`config.mk`:
```
export PLATFORM = sky130hd
export DESIGN_NAME = sprite_compositor_flat
export DESIGN_NICKNAME = d
export VERILOG_FILES = /design/src/rtl/sprite_pkg.sv /design/src/rtl/sprite_compositor_if.sv /design/src/rtl/sprite_rom_bank.sv /design/src/rtl/sprite_compositor.sv /design/src/flat_wrapper.sv
export SDC_FILE = /design/constraint.sdc
export NUM_CORES = 1
export LEC_CHECK = 0
export ABC_AREA = 1
export BUFFER_PORTS_ARGS = -buffer_cell sky130_fd_sc_hd__buf_4
export CELL_PAD_IN_SITES_DETAIL_PLACEMENT = 0
export CELL_PAD_IN_SITES_GLOBAL_PLACEMENT = 1
export CORE_UTILIZATION = 40
export CTS_BUF_LIST = sky130_fd_sc_hd__clkbuf_4 sky130_fd_sc_hd__clkbuf_8
export DETAILED_ROUTE_END_ITERATION = 10
export PLACE_DENSITY_LB_ADDON = 0.1
export SETUP_SLACK_MARGIN = 0.3
export SKIP_CTS_REPAIR_TIMING = 1
export SYNTH_ARGS = -nofsm -noshare
export SYNTH_HDL_FRONTEND = slang
export SYNTH_SLANG_ARGS = --single-unit
```
`constraint.sdc`:
```
create_clock -name Clk -period 1.6 [get_ports Clk]
set_clock_uncertainty 0.1 [all_clocks]
set_input_delay 0.08 -clock Clk [delete_from_list [all_inputs] [get_ports Clk]]
set_output_delay 0.08 -clock Clk [all_outputs]
set_load 0.005 [all_outputs]
```
`src/rtl/sprite_pkg.sv`:
```
// Shared types and default colours for the sprite compositor.
package sprite_pkg;

  typedef logic [23:0] rgb_t;

  localparam rgb_t DEF_KEY_COLOR = 24'h800080;
  localparam rgb_t DEF_BG_COLOR  = 24'hFFFFFF;

  typedef enum logic {
    IDLE  = 1'b0,
    FLASH = 1'b1
  } flash_state_t;

endpackage

```
`src/rtl/sprite_compositor_if.sv`:
```
// Pixel-stream bus between the sprite position logic (master) and the compositor (slave).
interface sprite_compositor_if #(
  parameter int NUM_SPRITES = 2,
  parameter int ADDR_W      = 12
);

  logic                               pix_valid;
  logic                               frame_start;
  logic [NUM_SPRITES-1:0]             is_sprite;
  logic [NUM_SPRITES-1:0][3:0]        sprite_pose;
  logic [NUM_SPRITES-1:0][ADDR_W-1:0] sprite_addr;
  logic [NUM_SPRITES-1:0]             hit;
  logic [7:0]                         VGA_R;
  logic [7:0]                         VGA_G;
  logic [7:0]                         VGA_B;
  logic                               out_valid;

  modport master (
    output pix_valid, frame_start, is_sprite, sprite_pose, sprite_addr, hit,
    input  VGA_R, VGA_G, VGA_B, out_valid
  );

  modport slave (
    input  pix_valid, frame_start, is_sprite, sprite_pose, sprite_addr, hit,
    output VGA_R, VGA_G, VGA_B, out_valid
  );

endinterface

```
`src/rtl/sprite_rom_bank.sv`:
```
// One sprite's image ROM: synchronous read of {pose, addr} plus a registered invalid-pose flag.
module sprite_rom_bank
  import sprite_pkg::*;
#(
  parameter int   SPRITE_ID = 0,
  parameter int   NUM_POSES = 9,
  parameter int   ADDR_W    = 12,
  parameter rgb_t KEY_COLOR = DEF_KEY_COLOR
) (
  input  logic              clk,
  input  logic              rst_n,
  input  logic [3:0]        i_pose,
  input  logic [ADDR_W-1:0] i_addr,
  output rgb_t              o_color,
  output logic              o_bad_pose
);

  localparam int IDX_W = 4 + ADDR_W;

  logic [IDX_W-1:0] w_index;
  rgb_t             r_color;
  logic             r_bad_pose;

  assign w_index = {i_pose, i_addr};

  // Procedurally generated test art: every 16th texel is keyed out, the rest
  // encode sprite, pose and address so each layer is distinguishable on screen.
  function automatic rgb_t texel(input logic [IDX_W-1:0] idx);
    logic [3:0]        pose;
    logic [ADDR_W-1:0] addr;
    logic [7:0]        red;
    logic [7:0]        grn;
    logic [7:0]        blu;
    pose = idx[IDX_W-1 -: 4];
    addr = idx[ADDR_W-1:0];
    red  = 8'hFF ^ 8'(SPRITE_ID * 64);
    grn  = {1'b0, pose, 3'b000} | {5'b00000, addr[2:0]};
    blu  = 8'(addr >> 4);
    if (addr[3:0] == 4'hF) return KEY_COLOR;
    return {red, grn, blu};
  endfunction

  // NOTE: clocked state uses non-blocking assignments so every flop samples
  // pre-edge values regardless of the order the simulator runs the blocks.
  always_ff @(posedge clk or negedge rst_n) begin
    if (!rst_n) begin
      r_color    <= '0;
      r_bad_pose <= 1'b0;
    end else begin
      r_color    <= texel(w_index);
      r_bad_pose <= int'(i_pose) >= NUM_POSES;
    end
  end

  assign o_color    = r_color;
  assign o_bad_pose = r_bad_pose;

endmodule

```
`src/rtl/sprite_compositor.sv`:
```
// Two-stage sprite compositor: ROM read, then lowest-index-opaque priority mux.
// Define SPRITE_FLASH_EN to build the per-sprite damage-flash FSMs.
module sprite_compositor
  import sprite_pkg::*;
#(
  parameter int   NUM_SPRITES  = 2,
  parameter int   NUM_POSES    = 9,
  parameter int   ADDR_W       = 12,
  parameter rgb_t KEY_COLOR    = DEF_KEY_COLOR,
  parameter rgb_t BG_COLOR     = DEF_BG_COLOR,
  parameter int   FLASH_FRAMES = 8
) (
  input logic                Clk,
  input logic                Reset_n,
  sprite_compositor_if.slave bus
);

  rgb_t [NUM_SPRITES-1:0] w_rom_color;
  logic [NUM_SPRITES-1:0] w_rom_bad_pose;
  logic [NUM_SPRITES-1:0] w_hidden;
  logic [NUM_SPRITES-1:0] w_opaque;
  rgb_t                   w_pix;

  logic                   r_s1_valid;
  logic [NUM_SPRITES-1:0] r_s1_is_sprite;
  logic [NUM_SPRITES-1:0] r_s1_hidden;
  logic                   r_out_valid;
  rgb_t                   r_rgb;

  for (genvar gi = 0; gi < NUM_SPRITES; gi++) begin : g_rom
    sprite_rom_bank #(
      .SPRITE_ID (gi),
      .NUM_POSES (NUM_POSES),
      .ADDR_W    (ADDR_W),
      .KEY_COLOR (KEY_COLOR)
    ) u_rom (
      .clk        (Clk),
      .rst_n      (Reset_n),
      .i_pose     (bus.sprite_pose[gi]),
      .i_addr     (bus.sprite_addr[gi]),
      .o_color    (w_rom_color[gi]),
      .o_bad_pose (w_rom_bad_pose[gi])
    );
  end

`ifdef SPRITE_FLASH_EN
  localparam int CNT_W = $clog2(FLASH_FRAMES + 1);

  for (genvar gi = 0; gi < NUM_SPRITES; gi++) begin : g_flash
    flash_state_t     r_state;
    logic [CNT_W-1:0] r_cnt;

    // A hit always wins over frame_start, so a coincident pair reloads.
    always_ff @(posedge Clk or negedge Reset_n) begin
      if (!Reset_n) begin
        r_state <= IDLE;
        r_cnt   <= '0;
      end else begin
        unique case (r_state)
          IDLE: begin
            if (bus.hit[gi]) begin
              r_state <= FLASH;
              r_cnt   <= CNT_W'(FLASH_FRAMES);
            end
          end
          FLASH: begin
            if (bus.hit[gi]) begin
              r_cnt <= CNT_W'(FLASH_FRAMES);
            end else if (bus.frame_start) begin
              if (r_cnt == CNT_W'(1)) begin
                r_state <= IDLE;
                r_cnt   <= '0;
              end else begin
                r_cnt <= r_cnt - CNT_W'(1);
              end
            end
          end
        endcase
      end
    end

    assign w_hidden[gi] = (r_state == FLASH) && !r_cnt[0];
  end
`else
  logic w_unused_flash;
  assign w_unused_flash = ^{bus.hit, bus.frame_start};
  assign w_hidden       = '0;
`endif

  // Stage 1: align valid, box and flash visibility with the ROM read.
  always_ff @(posedge Clk or negedge Reset_n) begin
    if (!Reset_n) begin
      r_s1_valid     <= 1'b0;
      r_s1_is_sprite <= '0;
      r_s1_hidden    <= '0;
    end else begin
      r_s1_valid     <= bus.pix_valid;
      r_s1_is_sprite <= bus.is_sprite;
      r_s1_hidden    <= w_hidden;
    end
  end

  for (genvar gi = 0; gi < NUM_SPRITES; gi++) begin : g_opaque
    assign w_opaque[gi] = r_s1_is_sprite[gi] && !w_rom_bad_pose[gi] &&
                          (w_rom_color[gi] != KEY_COLOR) && !r_s1_hidden[gi];
  end

  // NOTE: w_pix is given its default before the loop so no path leaves it
  // unassigned, which would otherwise infer a latch.
  always_comb begin
    w_pix = BG_COLOR;
    for (int i = NUM_SPRITES - 1; i >= 0; i--) begin
      if (w_opaque[i]) w_pix = w_rom_color[i];
    end
  end

  always_ff @(posedge Clk or negedge Reset_n) begin
    if (!Reset_n) begin
      r_out_valid <= 1'b0;
      r_rgb       <= '0;
    end else begin
      r_out_valid <= r_s1_valid;
      r_rgb       <= r_s1_valid ? w_pix : '0;
    end
  end

  assign bus.out_valid = r_out_valid;
  assign bus.VGA_R     = r_rgb[23:16];
  assign bus.VGA_G     = r_rgb[15:8];
  assign bus.VGA_B     = r_rgb[7:0];

endmodule

```
`src/flat_wrapper.sv`:
```
// flat-port wrapper written by rule: the top's interface ports become plain ports
module sprite_compositor_flat import sprite_pkg::*;
#(
  parameter int   NUM_SPRITES  = 2,
  parameter int   NUM_POSES    = 9,
  parameter int   ADDR_W       = 12,
  parameter rgb_t KEY_COLOR    = DEF_KEY_COLOR,
  parameter rgb_t BG_COLOR     = DEF_BG_COLOR,
  parameter int   FLASH_FRAMES = 8
)
  (Clk, Reset_n, bus_pix_valid, bus_frame_start, bus_is_sprite, bus_sprite_pose, bus_sprite_addr, bus_hit, bus_VGA_R, bus_VGA_G, bus_VGA_B, bus_out_valid);
  sprite_compositor_if #(.NUM_SPRITES(NUM_SPRITES), .ADDR_W(ADDR_W)) bus_i ();
  input logic Clk;
  input logic Reset_n;
  input wire logic [$bits(bus_i.pix_valid)-1:0] bus_pix_valid;
  input wire logic [$bits(bus_i.frame_start)-1:0] bus_frame_start;
  input wire logic [$bits(bus_i.is_sprite)-1:0] bus_is_sprite;
  input wire logic [$bits(bus_i.sprite_pose)-1:0] bus_sprite_pose;
  input wire logic [$bits(bus_i.sprite_addr)-1:0] bus_sprite_addr;
  input wire logic [$bits(bus_i.hit)-1:0] bus_hit;
  output wire logic [$bits(bus_i.VGA_R)-1:0] bus_VGA_R;
  output wire logic [$bits(bus_i.VGA_G)-1:0] bus_VGA_G;
  output wire logic [$bits(bus_i.VGA_B)-1:0] bus_VGA_B;
  output wire logic [$bits(bus_i.out_valid)-1:0] bus_out_valid;
  assign bus_i.pix_valid = bus_pix_valid;
  assign bus_i.frame_start = bus_frame_start;
  assign bus_i.is_sprite = bus_is_sprite;
  assign bus_i.sprite_pose = bus_sprite_pose;
  assign bus_i.sprite_addr = bus_sprite_addr;
  assign bus_i.hit = bus_hit;
  assign bus_VGA_R = bus_i.VGA_R;
  assign bus_VGA_G = bus_i.VGA_G;
  assign bus_VGA_B = bus_i.VGA_B;
  assign bus_out_valid = bus_i.out_valid;
  sprite_compositor #(.NUM_SPRITES(NUM_SPRITES), .NUM_POSES(NUM_POSES), .ADDR_W(ADDR_W), .KEY_COLOR(KEY_COLOR), .BG_COLOR(BG_COLOR), .FLASH_FRAMES(FLASH_FRAMES)) u_core (.Clk(Clk), .Reset_n(Reset_n), .bus(bus_i));
endmodule
```
==> run_results.csv, run 1 <==
group,metric,value,unit
drt,vias,2013,
synth,ys_warn_count,0,
timing,hold_violations,2,
clock_tree,clk_latency,0.32,ns
clock_tree,cts_made_buffers,9,
timing,tightest_slew,0.699,ns
drt,drt_iter0_drc,63,
drt,ant_nets,0,
power_and_ir_drop,p_leak,2.05,nW
worst_setup_path,r2r-start,"u_core.g_rom[0].u_rom.o_color[0]",
worst_setup_path,r2r_slack,0.14,ns
timing,rsz0062_at_grt,"true",
drt,drt-total-wl,5210,um
worst_setup_path,r2r_end,"u_core.r_rgb[13]",
synth,synth-async-reset-ratio,100,%
timing,fmax,0.684,GHz
flow_run,maxCapViolations,0,
worst_setup_path,worstPathCellList,"nor2_1, nand2_1, nor2_4, nand3_4, buf_12, nand3_1, nand2_1, clkinv_1, nand2_1, inv_1",
worst_setup_path,start_kind,"register",
grt,grt-ovfl-total,0,
synth,synth_area_leaders,"dfrtp_1, inv_1, nor2_1, nand3_1, nand2_1",
synth,post_synth.cell_area_avg,8.40,um2
cells_and_area,drive_gt1_share,27.8,%
synth,synth_top_area_share,57.0,%
cells_and_area,areaGrowthSynthToFinish,44.5,%
worst_setup_path,critical_path.max_stage_delay,0.38,ns
die,chipWidth,81.8,um
grt,grt_max_degree,59,
synth,synth_most_common_cell,"inv_1",
grt,grt_pass1_vias,1877,
worst_setup_path,cp_slowest_cell,"dfrtp_1",
synth,ys_seq_elements,58,
cells_and_area,num_antenna_cells,0,
hold_path,whs_endpoint,"u_core.g_rom[1].u_rom.o_color[21]",
synth,ys_seq_area_share,57.0,%
synth,synth.top_cells.by_count,"inv_1, dfrtp_1, nor2_1",
die,io_pins,65,
worst_setup_path,cp-end-kind,"register",
cells_and_area,layout.cells.non_filler,481,
synth,synth.distinct_cells,26,
drt,vias_per_cell,4.19,
clock_tree,clk_pin_slew_worst_paths,0.06,ns
worst_setup_path,cp.required,1.76,ns
outcome,violations,"hold timing",
timing,min_period,1.46,ns
drt,post_drt_wl_per_cell,10.8,um
worst_setup_path,cp_common_cell,"nand2_1",
worst_setup_path,cp.arrival,1.62,ns
power_and_ir_drop,power_density,936,mW/mm2
clock_tree,htree_levels,3,
synth,synth-main-ff-cell,"dfrtp_1",
drt,first_pass_iters,4,
grt,grt_pass1_wl,8040,um
synth,synth_largest_area_cell,"dfrtp_1",
outcome,run_status,"finished, violations left",
timing,maxSlewHeadroom,53.4,%
synth,synth_fp_nets,343,
timing,slew_violations,0,
place,portBuffers,61,
clock_tree,cts_tree,"yes",
clock_tree,cts_root_buffer,"clkbuf_8",
timing,holdWs,-0.0940,ns
hold_path,min_from,"bus_sprite_addr[15]",
timing,tns,0,ns
synth,synthCells,303,
timing,timing.final.crit_share,91.4,%
die,die_area,0.00669,mm2
timing,setup_viol,0,
die,core.rowCount,28,
place,dp_worst_setup_slack,0.0534,ns
power_and_ir_drop,power.total,3.44,mW
worst_setup_path,cp_max_fo,7,
place,post-place-cells,430,
die,core-area,0.00603,mm2
hold_path,hold_path_class,"input pin to register",
place,dp_hpwl,3490,um
hold_path,holdPathStages,2,
place,gp_congestion,0.799,
cells_and_area,final_nets,442,
clock_tree,cts_buffer_depth,2,
worst_setup_path,critPathKind,"register to register",
drt,drc,0,
grt,grt_antenna_before_repair,0,
timing,worst_slack,0.138,ns
power_and_ir_drop,worst_ir_drop_vdd,0.522,mV
synth,synth_edf_count,0,
die,die_h,81.8,um
grt,gr-usage-all-layers,16.6,%
cells_and_area,fillerInstances,575,
die,initial_core_util,42.3,%
synth,netlist_area,0.00255,mm2
worst_setup_path,r2r_cells,10,
clock_tree,clock-sinks,58,
-- state kept, by name, summed over array words and instances, names as in the netlist --
| register | count |
|---|---|
| u_core.r_rgb | 19 |
| u_core.bus.out_valid | 1 |
| u_core.g_rom.u_rom.o_color | 33 |
| u_core.g_rom.u_rom.o_bad_pose | 2 |
| u_core.r_s1_valid | 1 |
| u_core.r_s1_is_sprite | 2 |
-- worst max path at each step --
stage / start / to / slack (ns) / depth (start not counted)
finish: u_core.g_rom[0].u_rom.o_color[0] / u_core.r_rgb[13] / 0.14 / 10
global route: u_core.g_rom[0].u_rom.o_color[0] / u_core.r_rgb[13] / 0.05 / 10
CTS: u_core.g_rom[0].u_rom.o_color[0] / u_core.r_rgb[21] / 0.04 / 7
detailed placement: u_core.g_rom[0].u_rom.o_color[0] / u_core.r_rgb[21] / 0.05 / 7
global placement: u_core.g_rom[0].u_rom.o_color[0] / u_core.r_rgb[21] / 0.07 / 7
floorplan: u_core.g_rom[0].u_rom.o_color[5] / u_core.r_rgb[5] / 0.25 / 9
-- power breakdown --
part | internal (mW) | total (mW) | leakage [nW] | switching [mW]
combinational | 0.247 | 0.465 | 1.25 | 0.218
sequential | 1.56 | 1.60 | 0.687 | 0.0419
clock | 0.853 | 1.38 | 0.109 | 0.523
total | 2.66 | 3.44 | 2.05 | 0.783
-- worst max-delay path: cells and delay by family (launching register included) --
family | cells | cell delay [ns]
buffers and inverters | 3 | 0.28
DFF | 1 | 0.38
and+or+nand+nor | 7 | 0.64
-- stage by stage --
stage          utilization [%]  instance area (um2)
6_report                  61.0                 3680
5_1_grt                   61.0                 3680
4_1_cts                   53.6                 3230
3_5_place_dp              50.2                 3020
3_3_place_gp              50.2                 3020
2_1_floorplan                -                 2550
-- layout make-up --
cell class,count,area [um2],share of cell area [%]
repair buffers,101,860,23.4
well taps,75,93.8,2.55
multi-input cells,137,707,19.2
inverters,95,359,9.76
clock inverters,2,35.0,0.952
flip-flops and latches,58,1450,39.5
clock buffers,13,173,4.69
-- routing by layer --
layer,track usage [%],part of all wire [%],vias to the layer above,wire [um]
met5,0,0,-,0
met4,8.07,1.4,0,74
met3,4.56,4.0,7,207
met2,26.5,49,45,2570
met1,20.6,45,912,2360
li1,-,-,1049,-
-- placed cells by master (no fill, tap or decap), types with 3 or more instances in the layout --
| cell | count |
|---|---|
| inv_1 | 82 |
| buf_4 | 65 |
| dfrtp_1 | 58 |
| nor2_1 | 43 |
| nand2_1 | 36 |
| dlygate4sd3_1 | 34 |
| nand3_1 | 22 |
| clkbuf_8 | 12 |
| nand3_2 | 10 |
| clkinv_1 | 9 |
| nand2_2 | 6 |
| nor2_2 | 4 |
| nor2_4 | 3 |
| inv_2 | 3 |
-- kinds of logic after synthesis --
family	after synthesis	share of synthesized area, %
and+or+nand+nor	132	23.8
AOI/OAI and AO/OA	4	0.884
other	1	0.147
DFF	58	57.0
buffers and inverters	108	18.1
Note: power is estimated with default switching activity, not from simulation.
==> run 2, diff against run 1 <==
--- a/config.mk
+++ b/config.mk
@@ -6,13 +6,13 @@
 export NUM_CORES = 1
 export LEC_CHECK = 0
 export ABC_AREA = 1
-export BUFFER_PORTS_ARGS = -buffer_cell sky130_fd_sc_hd__buf_4
+export BUFFER_PORTS_ARGS = -buffer_cell sky130_fd_sc_hd__buf_2
 export CELL_PAD_IN_SITES_DETAIL_PLACEMENT = 0
 export CELL_PAD_IN_SITES_GLOBAL_PLACEMENT = 1
-export CORE_UTILIZATION = 40
+export CORE_UTILIZATION = 43
 export CTS_BUF_LIST = sky130_fd_sc_hd__clkbuf_4 sky130_fd_sc_hd__clkbuf_8
 export DETAILED_ROUTE_END_ITERATION = 10
-export PLACE_DENSITY_LB_ADDON = 0.1
+export PLACE_DENSITY = 0.95
 export SETUP_SLACK_MARGIN = 0.3
 export SKIP_CTS_REPAIR_TIMING = 1
 export SYNTH_ARGS = -nofsm -noshare
==> constraint.sdc (replaced) <==
create_clock -name Clk -period 1.7 [get_ports Clk]
set_clock_uncertainty 0.1 [all_clocks]
set_input_delay 0.085 -clock Clk [delete_from_list [all_inputs] [get_ports Clk]]
set_output_delay 0.085 -clock Clk [all_outputs]
set_load 0.005 [all_outputs]
==> run_results.csv, run 2 (synthesis gave the netlist of run 1 again) <==
group,metric,value,unit
drt,first_pass_iters,7,
clock_tree,cts_made_buffers,9,
cells_and_area,drive_gt1_share,24.3,%
cells_and_area,regArea,0.00145,mm2
die,io_pins,65,
clock_tree,cts_buffer_depth,2,
clock_tree,clk_pin_slew_worst_paths,0.06,ns
cells_and_area,areaGrowthSynthToFinish,35.5,%
cells_and_area,layout.cells.non_filler,479,
grt,grt-ovfl-total,0,
timing,maxSlewHeadroom,59.5,%
drt,drc,2,
worst_setup_path,cp-end-kind,"register",
timing,setup_viol,0,
timing,timing.final.crit_share,87.5,%
grt,grt_pass1_wl,7550,um
die,chipWidth,79.0,um
grt,gr-usage-all-layers,16.8,%
grt,grt_pass1_vias,1742,
timing,rsz0062_at_grt,"true",
timing,tns,0,ns
timing,slew_violations,0,
hold_path,hold_path_class,"input pin to asynchronous set/reset pin",
timing,min_period,1.49,ns
place,post-place-cells,426,
place,portBuffers,61,
place,dp_worst_setup_slack,0.152,ns
die,initial_core_util,45.4,%
timing,worst_slack,0.212,ns
die,core-area,0.00561,mm2
drt,vias_per_cell,4.31,
die,die_area,0.00623,mm2
timing,fmax,0.672,GHz
worst_setup_path,start_kind,"register",
timing,tightest_slew,0.607,ns
grt,grt_max_degree,24,
clock_tree,cts_tree,"yes",
drt,wl_met3,251,um
worst_setup_path,cp.required,1.88,ns
outcome,run_status,"finished, violations left",
cells_and_area,final_common_cell,"inv_1",
clock_tree,htree_levels,3,
cells_and_area,largest_register_ffs,33,
cells_and_area,num_antenna_cells,0,
drt,wl_met2,2530,um
drt,ant_nets,0,
cells_and_area,fillerInstances,504,
worst_setup_path,cp_max_fo,8,
drt,vias,2066,
place,place_area,0.00286,mm2
cells_and_area,finalInstanceArea,0.00345,mm2
worst_setup_path,cp.arrival,1.67,ns
place,gp_congestion,0.791,
drt,drt-total-wl,5120,um
die,core.rowCount,27,
die,die_h,79.0,um
cells_and_area,layout_common_cells,"inv_1, buf_2, dfrtp_1",
power_and_ir_drop,power_density,843,mW/mm2
cells_and_area,final_nets,446,
clock_tree,cts_root_buffer,"clkbuf_8",
power_and_ir_drop,power.total,2.91,mW
place,dp_hpwl,3470,um
clock_tree,clock-sinks,58,
cells_and_area,multi_input_area,659,um2
flow_run,maxCapViolations,0,
drt,drt_iter0_drc,126,
worst_setup_path,critPathKind,"register to register",
outcome,violations,"DRC",
grt,grt_antenna_before_repair,0,
power_and_ir_drop,p_leak,1.98,nW
power_and_ir_drop,worst_ir_drop_vdd,0.423,mV
drt,met1_length,2180,um
clock_tree,clk_latency,0.34,ns
timing,hold_violations,0,
drt,post_drt_wl_per_cell,10.7,um
drt,highest_layer,"met4",
## run 2: cell types whose count changed in the layout (fill, tap and decap cells not counted), moves of 2 or more
cell	delta
clkinv_1	-2
nand2_2	-3
dlygate4sd3_1	+4
inv_2	+2
clkbuf_8	-2
nor2_2	-2
buf_4	-60
nand3_2	-7
buf_2	+61
nor2_1	+2
nand2_1	+3
nand3_1	+7
## run 2: area by class of cell
type	count	area share [%]
sequential	58	42.1
multi-input combinational	137	19.1
timing repair buffer	105	21.5
clock buffer	11	4.21
clock inverter	1	0.145
tap	72	2.61
inverter	95	10.3
## run 2: final timing paths
| path | to | startpoint | cells past startpoint | slack [ns] |
|---|---|---|---|---|
| max | u_core.r_rgb[11] | u_core.g_rom[0].u_rom.o_color[0] | 10 | 0.21 |
| min | u_core.g_rom[0].u_rom.o_color[0] | Reset_n | 2 | 0.15 |
| max reg2reg | u_core.r_rgb[11] | u_core.g_rom[0].u_rom.o_color[0] | 10 | 0.21 |
| min reg2reg | u_core.r_rgb[23] | u_core.g_rom[1].u_rom.o_color[23] | 2 | 0.43 |
| max in group asynchronous | u_core.g_rom[0].u_rom.o_color[7] | Reset_n | 3 | 0.74 |
| min in group Clk | u_core.r_s1_is_sprite[0] | bus_is_sprite[0] | 2 | 0.29 |
## run 2: through the flow
step	hold slack (ns)	utilization, %
floorplan	-0.311	-
global placement	-0.0275	51.0
detailed placement	-0.0281	51.0
CTS	-0.394	53.7
global route	0.201	61.5
finish	0.147	61.5
## run 2: worst max-delay path: stages (launching register included)
cell and delay (ns):
dfrtp_1 0.38, nor2_1 0.11, nand2_1 0.10, nor2_4 0.11, nand3_4 0.15, buf_12 0.18
nand3_1 0.07, nand2_1 0.06, clkinv_1 0.06, nand2_1 0.06, inv_1 0.05
## run 2: power breakdown
part	switching (mW)	internal, mW
combinational	0.196	0.188
clock	0.468	0.548
sequential	0.0405	1.47
## run 2: layer usage
layer | vias to the layer above | track usage [%]
li1 | 1053 | -
met5 | - | 0
met4 | 0 | 8.73
met2 | 57 | 27.7
met3 | 16 | 5.98
met1 | 940 | 19.3
